File: src/rtl/ascon_fsm_ctrl.sv
// ASCON-128 encryption control FSM: sequences initialisation, one AD block,
// NB_BLOCKS plaintext blocks and finalisation, one permutation round per clock.
module ascon_fsm_ctrl #(
    parameter int NB_BLOCKS = 4
) (
    input  logic       clock_i,
    input  logic       resetb_i,
    input  logic       start_i,
    input  logic       data_valid_i,
    input  logic [3:0] round_i,
    output logic       data_ready_o,
    output logic       en_cpt_o,
    output logic       init_p12_o,
    output logic       init_p6_o,
    output logic       init_state_o,
    output logic       en_reg_state_o,
    output logic       en_xor_data_begin_o,
    output logic       en_xor_key_begin_o,
    output logic       en_xor_key_end_o,
    output logic       en_xor_lsb_end_o,
    output logic       en_cipher_o,
    output logic       en_tag_o,
    output logic       end_o
);

    localparam int CNT_W = (NB_BLOCKS > 1) ? $clog2(NB_BLOCKS) : 1;
    localparam logic [CNT_W-1:0] LAST_BLK = CNT_W'(NB_BLOCKS - 1);
    localparam logic [3:0] LAST_ROUND = 4'd11;

    typedef enum logic [2:0] {
        IDLE,
        CONF_INIT,
        INIT_RUN,
        WAIT_AD,
        AD_RUN,
        WAIT_PT,
        PT_RUN,
        DONE
    } state_t;

    state_t           state;
    state_t           state_next;
    logic [CNT_W-1:0] block_cnt;
    logic             last_round;
    logic             last_blk;
    logic             next_is_last;

    assign last_round = (round_i == LAST_ROUND);
    assign last_blk   = (block_cnt == LAST_BLK);
    // The last block runs the full p12 (it is the finalisation), all others p6.
    assign next_is_last = (state == AD_RUN) ? (LAST_BLK == '0)
                                            : ((block_cnt + CNT_W'(1)) == LAST_BLK);

    always_ff @(posedge clock_i or negedge resetb_i) begin
        if (!resetb_i) begin
            state <= IDLE;
        end else begin
            state <= state_next;
        end
    end

    always_ff @(posedge clock_i or negedge resetb_i) begin
        if (!resetb_i) begin
            block_cnt <= '0;
        end else if (state == AD_RUN && last_round) begin
            block_cnt <= '0;
        end else if (state == PT_RUN && last_round && !last_blk) begin
            block_cnt <= block_cnt + CNT_W'(1);
        end
    end

    always_comb begin
        state_next = state;
        case (state)
            IDLE:      if (start_i) state_next = CONF_INIT;
            CONF_INIT: state_next = INIT_RUN;
            INIT_RUN:  if (last_round) state_next = WAIT_AD;
            WAIT_AD:   if (data_valid_i) state_next = AD_RUN;
            AD_RUN:    if (last_round) state_next = WAIT_PT;
            WAIT_PT:   if (data_valid_i) state_next = PT_RUN;
            PT_RUN:    if (last_round) state_next = last_blk ? DONE : WAIT_PT;
            DONE:      state_next = IDLE;
            default:   state_next = IDLE;
        endcase
    end

    always_comb begin
        data_ready_o        = 1'b0;
        en_cpt_o            = 1'b0;
        init_p12_o          = 1'b0;
        init_p6_o           = 1'b0;
        init_state_o        = 1'b0;
        en_reg_state_o      = 1'b0;
        en_xor_data_begin_o = 1'b0;
        en_xor_key_begin_o  = 1'b0;
        en_xor_key_end_o    = 1'b0;
        en_xor_lsb_end_o    = 1'b0;
        en_cipher_o         = 1'b0;
        en_tag_o            = 1'b0;
        end_o               = 1'b0;
        case (state)
            CONF_INIT: begin
                init_state_o   = 1'b1;
                en_reg_state_o = 1'b1;
                en_cpt_o       = 1'b1;
                init_p12_o     = 1'b1;
            end
            INIT_RUN: begin
                en_reg_state_o = 1'b1;
                en_cpt_o       = 1'b1;
                if (last_round) begin
                    en_xor_key_end_o = 1'b1;
                    init_p6_o        = 1'b1;
                end
            end
            WAIT_AD: begin
                data_ready_o = 1'b1;
                if (data_valid_i) begin
                    en_xor_data_begin_o = 1'b1;
                    en_reg_state_o      = 1'b1;
                    en_cpt_o            = 1'b1;
                end
            end
            AD_RUN: begin
                en_reg_state_o = 1'b1;
                en_cpt_o       = 1'b1;
                if (last_round) begin
                    en_xor_lsb_end_o = 1'b1;
                    init_p12_o       = next_is_last;
                    init_p6_o        = !next_is_last;
                end
            end
            WAIT_PT: begin
                data_ready_o = 1'b1;
                if (data_valid_i) begin
                    en_xor_data_begin_o = 1'b1;
                    en_cipher_o         = 1'b1;
                    en_reg_state_o      = 1'b1;
                    en_cpt_o            = 1'b1;
                    en_xor_key_begin_o  = last_blk;
                end
            end
            PT_RUN: begin
                en_reg_state_o = 1'b1;
                en_cpt_o       = 1'b1;
                if (last_round) begin
                    if (last_blk) begin
                        en_xor_key_end_o = 1'b1;
                        en_tag_o         = 1'b1;
                    end else begin
                        init_p12_o = next_is_last;
                        init_p6_o  = !next_is_last;
                    end
                end
            end
            DONE: begin
                end_o = 1'b1;
            end
            default: ;
        endcase
    end

endmodule

File: config.mk
export PLATFORM = sky130hd
export DESIGN_NAME = ascon_fsm_ctrl
export DESIGN_NICKNAME = d
export VERILOG_FILES = /design/src/rtl/ascon_fsm_ctrl.sv
export SDC_FILE = /design/constraint.sdc
export NUM_CORES = 1
export LEC_CHECK = 0
export ABC_AREA = 1
export BUFFER_PORTS_ARGS = -buffer_cell sky130_fd_sc_hd__buf_2
export CORE_AREA = 2 2 39 41
export CTS_CLUSTER_DIAMETER = 200
export DETAILED_ROUTE_END_ITERATION = 12
export DIE_AREA = 0 0 41 43
export PLACE_DENSITY_LB_ADDON = 0.3
export SLEW_MARGIN = 20
export SYNTH_ARGS = -nofsm -noshare
export SYNTH_HDL_FRONTEND = slang
export SYNTH_SLANG_ARGS = --single-unit
File: constraint.sdc
create_clock -name clock_i -period 1.9 [get_ports clock_i]
set_input_delay 0.57 -clock clock_i [delete_from_list [all_inputs] [get_ports clock_i]]
set_output_delay 0.57 -clock clock_i [all_outputs]
set_load 0.01 [all_outputs]
---- Word level (Yosys, flattened, before mapping) ----
Cells that the tools add are included.
storage, ports and cells
  bits in registers ....................... 5
  input bits .............................. 8
  output and inout port bits .............. 13
  word-level logic and storage cells ...... 63
operators by class
  add/subtract/negate cells ............... 1
  eq/ne operators ......................... 16
  multiplexer cells ....................... 34
  reductions and logical operators ........ 10
operator list
  kind                 count
  $pmux 3 s8           1
  $mux 1               20
  $mux 3               6
  $eq 3x3->1 const B   4
  $ne 2x2->1 const B   6
  $eq 3x2->1 const B   2
  $mux 2               3
  $pmux 1 s3           2
  $reduce_and 6->1     1
  $eq 2x2->1 const B   2
  $eq 4x4->1 const B   1
  $pmux 1 s2           2
  $reduce_or 4->1      1
  $eq 3x1->1 const B   1
  $logic_and 1x1->1    3
  $logic_not 3->1      1
  $add 2x1->2 const B  1
  $logic_not 1->1      2
  $reduce_bool 2->1    1
  $reduce_or 2->1      1

---- Longest topological paths before layout ----
Gate-level depths: netlist of the first run.
  depth after elaboration ................. 7
  depth in mapped cells ................... 7
  mapped depth without buffers ............ 7

---- Worst setup path before layout of the first run ----
Ideal clock, no wire load.
  kind .................................... input port to output port
  start ................................... input round_i[3]
  end ..................................... output init_p12_o
  data arrival time ....................... 1177 ps
  data required time ...................... 1330 ps
  path slack .............................. 153 ps
  stages on the path ...................... 6
  path buffers ............................ 0
  path through ............................ inv_1 nor2_1 nand2_1 inv_2 nand3_1 o21ai_1
between the ends
  cells in the longest elaborated chain, start to end .. 3
  elaborated cells on any way between the ends .. 4
  classes of those cells .................. eq/ne (1); mux (3)
RTL lines
  what                              line      RTL
  from (decl)                       10        input logic [3:0] round_i,
  $eq 4x4->1 (*)                    48        assign last_round = (round_i == LAST_ROUND);
  $mux 1, on equally long branches  146, 127
  $pmux 1 s3 (*)                    101       case (state)
  to (decl)                         13        output logic init_p12_o,
Mark *: on every way between the ends. The rest lies on a longest branch, timed or not.

---- Worst setup path after layout of the first run ----
  start ................................... register state[0]
  end ..................................... output init_p6_o
between the ends
  cells in the longest elaborated chain, start to end .. 6
  elaborated cells on any way between the ends .. 9
  classes of those cells .................. eq/ne (3); mux (5); reduce/logical (1)
RTL lines
  what                    line      RTL
  from (decl)             41        state_t state;
  from (signal assigned)  58        state <= state_next;
  $eq 3x3->1              51, 101
  $mux 1                  51        assign next_is_last = (state == AD_RUN) ? (LAST_BLK == '0)
  $logic_not 1->1         130, 152
  $mux 1                  147       if (last_blk) begin
  $mux 1                  146       if (last_round) begin
  $pmux 1 s3 (*)          101
  to (decl)               14        output logic init_p6_o,
Marks and branches as above.

==> impl_results.md, run 1 <==
- Status: complete, no violations
- Die Area: 1760 µm²
- Worst setup path class: reg2out
- RSZ-0062 raised after global routing: yes
- CP Cell Sequence: inv_2 > nand2_2 > inv_2 > nand2_4 > nand2_2 > nand4_1 > nand2_1 > buf_2
- Row cnt: 14
- Vias/cell: 4.56
- CTS Root Cell: clkbuf_4
- Via Count: 552
- RD Place Congestion: 0.811
- CP top delay family: flip-flops
- GRT busiest layer: met2
- WP buf/inv: 3
- DRT Pass-1 Iters: 4
- Worst Setup End Kind: primary output
- Final #Nets: 116
- Pint: 0.499 mW
- Post-synth cell types: 17
- Crit start category: register
- Share of layout cells above drive strength 1: 0.505
- R2r endpoint: state[1]
- # hold bufs at CTS: 0
- TritonCTS Sinks: 5
- Min-delay worst type: in2async
- Overflow after GRT: 0
- Total global-route track usage: 0.151
- Die H: 43 µm
- Sequential fraction of the synthesis area: 0.268
- DRC: 0
- # IOs: 21
- CP peak stage delay: 0.44 ns
- Placed cells: 111
- Worst r2r path cells: 5
- Starting Density: 0.337
- Fin area: 692 µm²
- CP Max Fanout: 5
- Port buffer count: 20
- DP Wirelength: 852 µm
- Commonest non-fill, non-tap cell in the layout: buf_2
- Worst EP required: 1.33 ns
- Synth Cell Area: 467 µm²
- Switching Share: 0.491
- Ant diodes: 0
- Switching Power: 0.482 mW
- Post-synthesis cell count: 75
- Final Core Density: 0.500
- Die width: 41 µm
- Final Hold Viols: 0
- Vias in the first global route: 492
- Met1 Use GR: 0.174
- Avg Synthesized Cell Area: 6.22 µm²
- Peak VDD IR: 0.000678 V
- Final WL: 1.20 mm
- Routed len/inst: 9.93 µm
- Syn Nets: 85
- Worst r2r src: state[2]
- Actual slew at the worst max-slew pin: 0.216 ns
- Area Overhead vs Synth: 48.3%
- Minimum clock period: 1.89 ns
- Maxcap violations: 0
- Pwr/cell area: 1420 nW/µm²
- M3 GR Usage: 0.0209
- Fmax: 0.529 GHz
- Total power: 0.981 mW
- Reg power frac: 0.233
- First-pass GRT wire length: 1.83 mm
- Relative slew slack: 0.856
- Final worst slack: 0.00966 ns
- Met2 Track Usage GR: 0.244
- Core footprint: 1380 µm²
- Max Buffers Root-to-Sink: 2
- Antenna-violating nets left: 0
- Setup TNS: 0 ns
- Max Slew Vio Count: 0
- Register-to-register setup slack: 0.72 ns
- Slowest CP cell: dfrtp_2
- CTS H-tree lvls: 1
- Clock Latency Late Sink: 0.24 ns
- Yosys warning count: 0
- Post-route insts no fill: 121
- Critical Path AT: 1.32 ns
- Largest net degree at the start of global routing: 10
- Most frequent cells in the layout: buf_2, nand2_1, nor2_1, buf_4, inv_1
- Setup-failing EPs final: 0
- Clock power share: 0.123
- Drt initial violations: 14
- Final Skew: 0.00358 ns
- DP Worst Slack: 0.0914 ns
- CP Depth: 8
- Period Utilization, post-route: 0.995
- Clock transition at the registers of the reported paths: 0.05 ns
- TritonCTS buffer count: 3
- P_leak: 0.398 nW
- Yosys reg bits: 5
- Hold_ws: 0.133 ns
- Initial antenna violation count: 0
- CTS tree: yes
- Combinational Power Share: 0.643
- Dpl cell area: 583 µm²
-- synth_stat cells (all sizes together) --
| cell | n | share of area |
|---|---|---|
| nand2 | 25 | 0.22 |
| inv | 11 | 0.088 |
| nor2 | 10 | 0.080 |
| nand3 | 7 | 0.097 |
| o21ai | 7 | 0.083 |
| dfrtp | 5 | 0.27 |
| nand4 | 4 | 0.054 |
| buf | 2 | 0.040 |
| ha | 2 | 0.054 |
| clkinv | 1 | 0.0080 |
| nor3 | 1 | 0.011 |
-- flip-flops by register name, indices dropped and copies added (netlist names) --
signal / count
state: 3
block_cnt: 2
-- power by group through the flow --
stage	registers (mW)	logic (mW)	clock network (mW)
after floorplan	0.182	0.415	0
after global placement	0.212	0.494	0
after detailed placement	0.210	0.493	0
after CTS	0.212	0.519	0.128
after global routing	0.237	0.715	0.142
final	0.229	0.631	0.121
-- worst register-to-register path, cell delays in order (launching register included) --
cell and delay [ns]:
dfrtp_2 0.48, clkinv_1 0.19, nand3_1 0.20, nand3_2 0.08, nand2_1 0.05, nand2_1 0.06
-- layout make-up --
cell class	instances	area [µm²]
clock buffers	3	22.5
clock inverters	1	5.00
fillers	152	692
repair buffers	28	160
flip-flops and latches	5	129
well taps	16	20.0
multi-input cells	56	308
inverters	12	47.5
-- per-layer routing --
layer / up-vias / wire, µm
met4: 0 / 0
li1: 297 / -
met3: 0 / 73
met2: 17 / 630
met5: - / 0
met1: 238 / 497
-- worst max path at each step --
stage                           from          endpoint  slack, ns
after floorplan           round_i[3]        init_p12_o       0.15
after global placement    round_i[2]        init_p12_o        0.1
after detailed placement  round_i[2]  en_xor_key_end_o       0.09
after CTS                   state[0]         init_p6_o     -0.009
after global routing        state[0]        init_p12_o      -0.09
final                       state[0]         init_p6_o       0.01
-- cells by family (layout without fill, tap and decap cells) --
kind of cell / Yosys count / after routing / synth area share
and+or+nand+nor: 47 / 47 / 0.458
buffers and inverters: 14 / 44 / 0.137
adders and majority gates: 2 / 2 / 0.0536
AOI/OAI and AO/OA: 7 / 7 / 0.0831
DFF: 5 / 5 / 0.268
-- repair_timing --
| action | in CTS | in global routing |
|---|---|---|
| gates cloned | 0 | 0 |
| buffers inserted | 1 | 5 |
| resized for setup | 3 | 10 |
| endpoints found under the setup margin | 5 | 9 |
| pin swaps | 0 | 2 |
No activity file was read; power rests on OpenSTA's default activity.
==> run 2, diff against run 1 <==
--- a/config.mk
+++ b/config.mk
@@ -11,6 +11,7 @@
 export CTS_CLUSTER_DIAMETER = 200
 export DETAILED_ROUTE_END_ITERATION = 12
 export DIE_AREA = 0 0 41 43
+export GPL_TIMING_DRIVEN = 0
 export PLACE_DENSITY_LB_ADDON = 0.3
 export SLEW_MARGIN = 20
 export SYNTH_ARGS = -nofsm -noshare
==> impl_results.md, run 2 (synthesized netlist as in run 1, its figures left out) <==
- Status: complete, no violations
- Worst EP required: 1.33 ns
- Most flops, register: state
- Final Skew: 0.000907 ns
- DRT Pass-1 Iters: 4
- P_leak: 0.429 nW
- Clock Latency Late Sink: 0.24 ns
- Min-delay worst type: in2async
- CP Max Fanout: 4
- Pwr/cell area: 1410 nW/µm²
- Worst setup path class: reg2out
- Setup TNS: 0 ns
- Final Hold Viols: 0
- Routed len/inst: 10.6 µm
- RSZ-0062 raised after global routing: yes
- Area Overhead vs Synth: 61.7%
- Starting Density: 0.337
- Fin area: 754 µm²
- Worst r2r path cells: 8
- Total global-route track usage: 0.168
- WP buf/inv: 3
- Relative slew slack: 0.884
- Peak VDD IR: 0.000789 V
- Die width: 41 µm
- Largest net degree at the start of global routing: 7
- Antenna-violating nets left: 0
- Minimum clock period: 1.89 ns
- Vias/cell: 4.65
- Port buffer count: 20
- Commonest non-fill, non-tap cell in the layout: buf_2
- TritonCTS buffer count: 3
- Vias in the first global route: 519
- Ant diodes: 0
- CP peak stage delay: 0.40 ns
- Layout fillers: 149
- Overflow after GRT: 0
- Slowest CP cell: dfrtp_2
- DP Wirelength: 841 µm
- R2r endpoint: state[1]
- CTS H-tree lvls: 1
- Final WL: 1.32 mm
- Worst Setup End Kind: primary output
- Leading registers by flop count: state (3), block_cnt (2)
- CTS tree: yes
- Dpl cell area: 587 µm²
- Clock transition at the registers of the reported paths: 0.04 ns
- Core footprint: 1380 µm²
- # hold bufs at CTS: 0
- Total power: 1.06 mW
- Register-to-register setup slack: 0.69 ns
- Via Count: 576
- Hold_ws: 0.137 ns
- TritonCTS Sinks: 5
- Share of layout cells above drive strength 1: 0.556
- Maxcap violations: 0
- Max reg flops: 3
- Final #Nets: 119
- DRC: 0
- CP Cell Sequence: inv_4 > buf_4 > nor2_1 > nand3_1 > o21ai_1 > buf_2
- Max Buffers Root-to-Sink: 2
- Period Utilization, post-route: 0.992
- First-pass GRT wire length: 2.06 mm
- Drt initial violations: 10
- Row cnt: 14
- CP top delay family: flip-flops
- Worst r2r src: state[0]
- Max Slew Vio Count: 0
- Actual slew at the worst max-slew pin: 0.174 ns
- RD Place Congestion: 0.844
- Setup-failing EPs final: 0
- Fmax: 0.530 GHz
- Initial antenna violation count: 0
- Crit start category: register
- Most frequent cells in the layout: buf_2, nand2_1, buf_4
- # IOs: 21
- Critical Path AT: 1.32 ns
- Die Area: 1760 µm²
- Die H: 43 µm
- CTS Root Cell: clkbuf_4
-- run 2: metrics by stage --
| step | worst slack, ns | std cells | util |
|---|---|---|---|
| CTS | 0.00434 | 121 | 0.499 |
| floorplan | 0.153 | 75 | - |
| global route | -0.0731 | 124 | 0.545 |
| detailed placement | -0.0603 | 111 | 0.424 |
| global placement | -0.0485 | 111 | 0.424 |
| finish | 0.0146 | 124 | 0.545 |
-- run 2: report_power, final --
part / total, mW / switching (mW) / leakage (nW) / internal, mW
registers: 0.198 / 0.0480 / 0.0623 / 0.150
logic: 0.747 / 0.429 / 0.352 / 0.318
clock network: 0.117 / 0.0381 / 0.0150 / 0.0790
total: 1.06 / 0.515 / 0.429 / 0.547
-- run 2: how the worst max path moves through the flow --
stage                     depth (start not counted)    startpoint          endpoint  slack, ns
final                                             6      state[1]  en_xor_key_end_o       0.01
after global routing                              8      state[0]         init_p6_o      -0.07
after CTS                                         5  block_cnt[0]        init_p12_o      0.004
after detailed placement                          7    round_i[2]        init_p12_o      -0.06
after global placement                            7    round_i[2]        init_p12_o      -0.05
after floorplan                                   6    round_i[3]        init_p12_o       0.15
-- run 2: area by class of cell --
| class | instances | area (µm²) | share of cell area |
|---|---|---|---|
| inverter | 12 | 52.6 | 0.0697 |
| sequential | 5 | 128 | 0.169 |
| multi-input combinational | 56 | 338 | 0.448 |
| timing repair buffer | 30 | 179 | 0.237 |
| buffer | 1 | 11.3 | 0.0149 |
| clock buffer | 4 | 26.3 | 0.0348 |
| tap | 16 | 20.0 | 0.0265 |
-- run 2: repair_timing --
| item | 4_1_cts | 5_1_grt |
|---|---|---|
| buffers inserted | 6 | 3 |
| gates cloned | 1 | 0 |
| endpoints found under the hold margin | 0 | 0 |
| endpoints found under the setup margin | 4 | 8 |
| gates resized for setup | 11 | 13 |
| pin swaps | 3 | 11 |
-- run 2: layer usage --
layer | part of all wire | up-vias | track usage | wire length, µm
met4 | 0 | 0 | 0.0800 | 0
met3 | 0.048 | 0 | 0 | 63
met5 | 0 | - | 0 | 0
li1 | - | 304 | - | -
met1 | 0.40 | 258 | 0.215 | 529
met2 | 0.55 | 14 | 0.278 | 724
==> run 3, diff against run 2 <==
--- a/config.mk
+++ b/config.mk
@@ -5,7 +5,6 @@
 export SDC_FILE = /design/constraint.sdc
 export NUM_CORES = 1
 export LEC_CHECK = 0
-export ABC_AREA = 1
 export BUFFER_PORTS_ARGS = -buffer_cell sky130_fd_sc_hd__buf_2
 export CORE_AREA = 2 2 39 41
 export CTS_CLUSTER_DIAMETER = 200
==> impl_results.md, run 3 <==
- Number of synthesized flops with an enable pin: 0
- P_leak: 0.427 nW
- Largest area contributor in the netlist: dfrtp_1
- Post-synthesis cell count: 59
- CP Cell Sequence: inv_2 > ha_4 > o211ai_1 > o21ai_1 > nor3_1 > buf_2
- CTS H-tree lvls: 1
- Post-synthesis simple-gate area fraction: 0.361
- Die width: 41 µm
- Ant diodes: 0
- Avg Synthesized Cell Area: 8.53 µm²
- Post-Synth XOR/XNOR Area: 0.0174
- Vias in the first global route: 496
- CP top delay family: flip-flops
- Drt initial violations: 9
- Critical Path AT: 1.42 ns
- TritonCTS buffer count: 3
- Clock transition at the registers of the reported paths: 0.05 ns
- Core footprint: 1380 µm²
- Post-synthesis mux area share: 0
- Area fraction in compound gates after synthesis: 0.216
- Worst setup path class: reg2out
- Row cnt: 14
- Routed len/inst: 12.6 µm
- TritonCTS Sinks: 5
- Max Slew Vio Count: 0
- Final #Nets: 109
- Pwr/cell area: 1440 nW/µm²
- Sequential fraction of the synthesis area: 0.249
- Fmax: 0.501 GHz
- DP Wirelength: 862 µm
- Worst EP required: 1.33 ns
- CTS Root Cell: clkbuf_4
- Syn Nets: 69
- Actual slew at the worst max-slew pin: 0.219 ns
- Yosys warning count: 0
- Final Hold Viols: 0
- Commonest non-fill, non-tap cell in the layout: buf_2
- Fin area: 847 µm²
- Cell with the most instances after synthesis: nand2_1
- Failing checks: setup timing
- CTS tree: yes
- Post-Synth Adder-Cell Area: 0.0697
- Maxcap violations: 0
- Overflow after GRT: 0
- Max reg flops: 3
- Period Utilization, post-route: 1.05
- Clock Latency Late Sink: 0.24 ns
- Top cell type's share of synthesized area: 0.249
- Dpl cell area: 627 µm²
- Post-synth cell types: 33
- Final worst slack: -0.0942 ns
- Die Area: 1760 µm²
- Peak VDD IR: 0.000677 V
- Share of layout cells above drive strength 1: 0.602
- Largest family of logic cells by synthesized area: simple AND/OR/NAND/NOR gates
- Placed cells: 95
- Antenna-violating nets left: 0
- Post-route insts no fill: 114
- Vias/cell: 5.00
- Final WL: 1.44 mm
- Via Count: 570
- Max Buffers Root-to-Sink: 2
- Most flops, register: state
- Final Skew: 0.00492 ns
- CP peak stage delay: 0.42 ns
- Most frequently used flop master after synthesis: dfrtp_1
- DRC: 0
- # IOs: 21
- Crit start category: register
- Status: finished, violations left
- Most frequent cells in the layout: buf_2, buf_4, nand2_1
- Commonest cells in the netlist: nand2_1, dfrtp_1, nor2_1
- Port buffer count: 20
- WP buf/inv: 2
- Minimum clock period: 1.99 ns
- DRT Pass-1 Iters: 4
- Largest net degree at the start of global routing: 11
- Initial antenna violation count: 0
- RSZ-0062 raised after global routing: yes
- Starting Density: 0.363
- Synth Cell Area: 503 µm²
- Worst Setup End Kind: primary output
- Total power: 1.22 mW
- Die H: 43 µm
- Top post-synthesis cells by area: dfrtp_1, ha_1, nand4b_4, buf_4, nand2_1
- Setup-failing EPs final: 2
- Area Overhead vs Synth: 68.4%
- RD Place Congestion: 0.750
- Total global-route track usage: 0.165
- Min-delay worst type: in2async
- Ys async rst share: 1.00
- First-pass GRT wire length: 1.97 mm
- CP Max Fanout: 3
- Leading registers by flop count: state (3), block_cnt (2)
- Yosys reg bits: 5
- Slowest CP cell: dfrtp_1
- Relative slew slack: 0.852
-- run 3: area by class of cell --
class	count	area (µm²)
plain buffers	4	35.0
clock buffers	4	26.3
fillers	124	537
inverters	3	11.3
multi-input cells	46	389
flip-flops and latches	5	129
well taps	16	20.0
repair buffers	36	236
-- run 3: report_power, final --
group	internal [mW]	switching [mW]	leakage, nW
clock	0.0793	0.0413	0.0150
sequential	0.158	0.0732	0.0549
combinational	0.461	0.406	0.357
-- run 3: final timing paths --
| check | depth (start not counted) | end | start | slack [ns] |
|---|---|---|---|---|
| min reg2reg | 2 | block_cnt[1] | block_cnt[1] | 0.71 |
| max reg2reg | 5 | state[0] | state[0] | 0.56 |
| min in group clock_i | 3 | state[2] | data_valid_i | 0.68 |
| max | 6 | init_p6_o | block_cnt[0] | -0.09 |
| min | 1 | state[0] | resetb_i | 0.13 |
| max in group asynchronous | 1 | block_cnt[1] | resetb_i | 1.62 |
-- run 3: what timing repair did --
action                     4_1_cts  5_1_grt
pin swaps                        4        4
hold buffers                     0        0
resized for setup               16        7
buffers inserted                10        6
setup endpoints to repair        6       10
-- run 3: cell families after synthesis --
| group | count (synthesis) |
|---|---|
| simple gates | 28 |
| buf+inv | 8 |
| fa+ha+maj | 3 |
| flops | 5 |
| xor+xnor | 1 |
| compound gates | 14 |
-- run 3: metal layers --
metal  wire, µm  GRT usage
met5          0          0
met4          0     0.0800
met3         64     0.0157
met2        749      0.263
met1        627      0.211
-- run 3: metrics by stage --
step                      worst slack, ns   util  hold slack (ns)  TNS (ns)
final                             -0.0942  0.612            0.135    -0.114
after detailed placement           -0.155  0.453            0.390    -0.247
after CTS                         -0.0676  0.565            0.132    -0.156
after global placement             -0.150  0.453            0.391    -0.221
after global routing               -0.187  0.612            0.141    -0.289
after floorplan                    0.0227      -            0.274         0
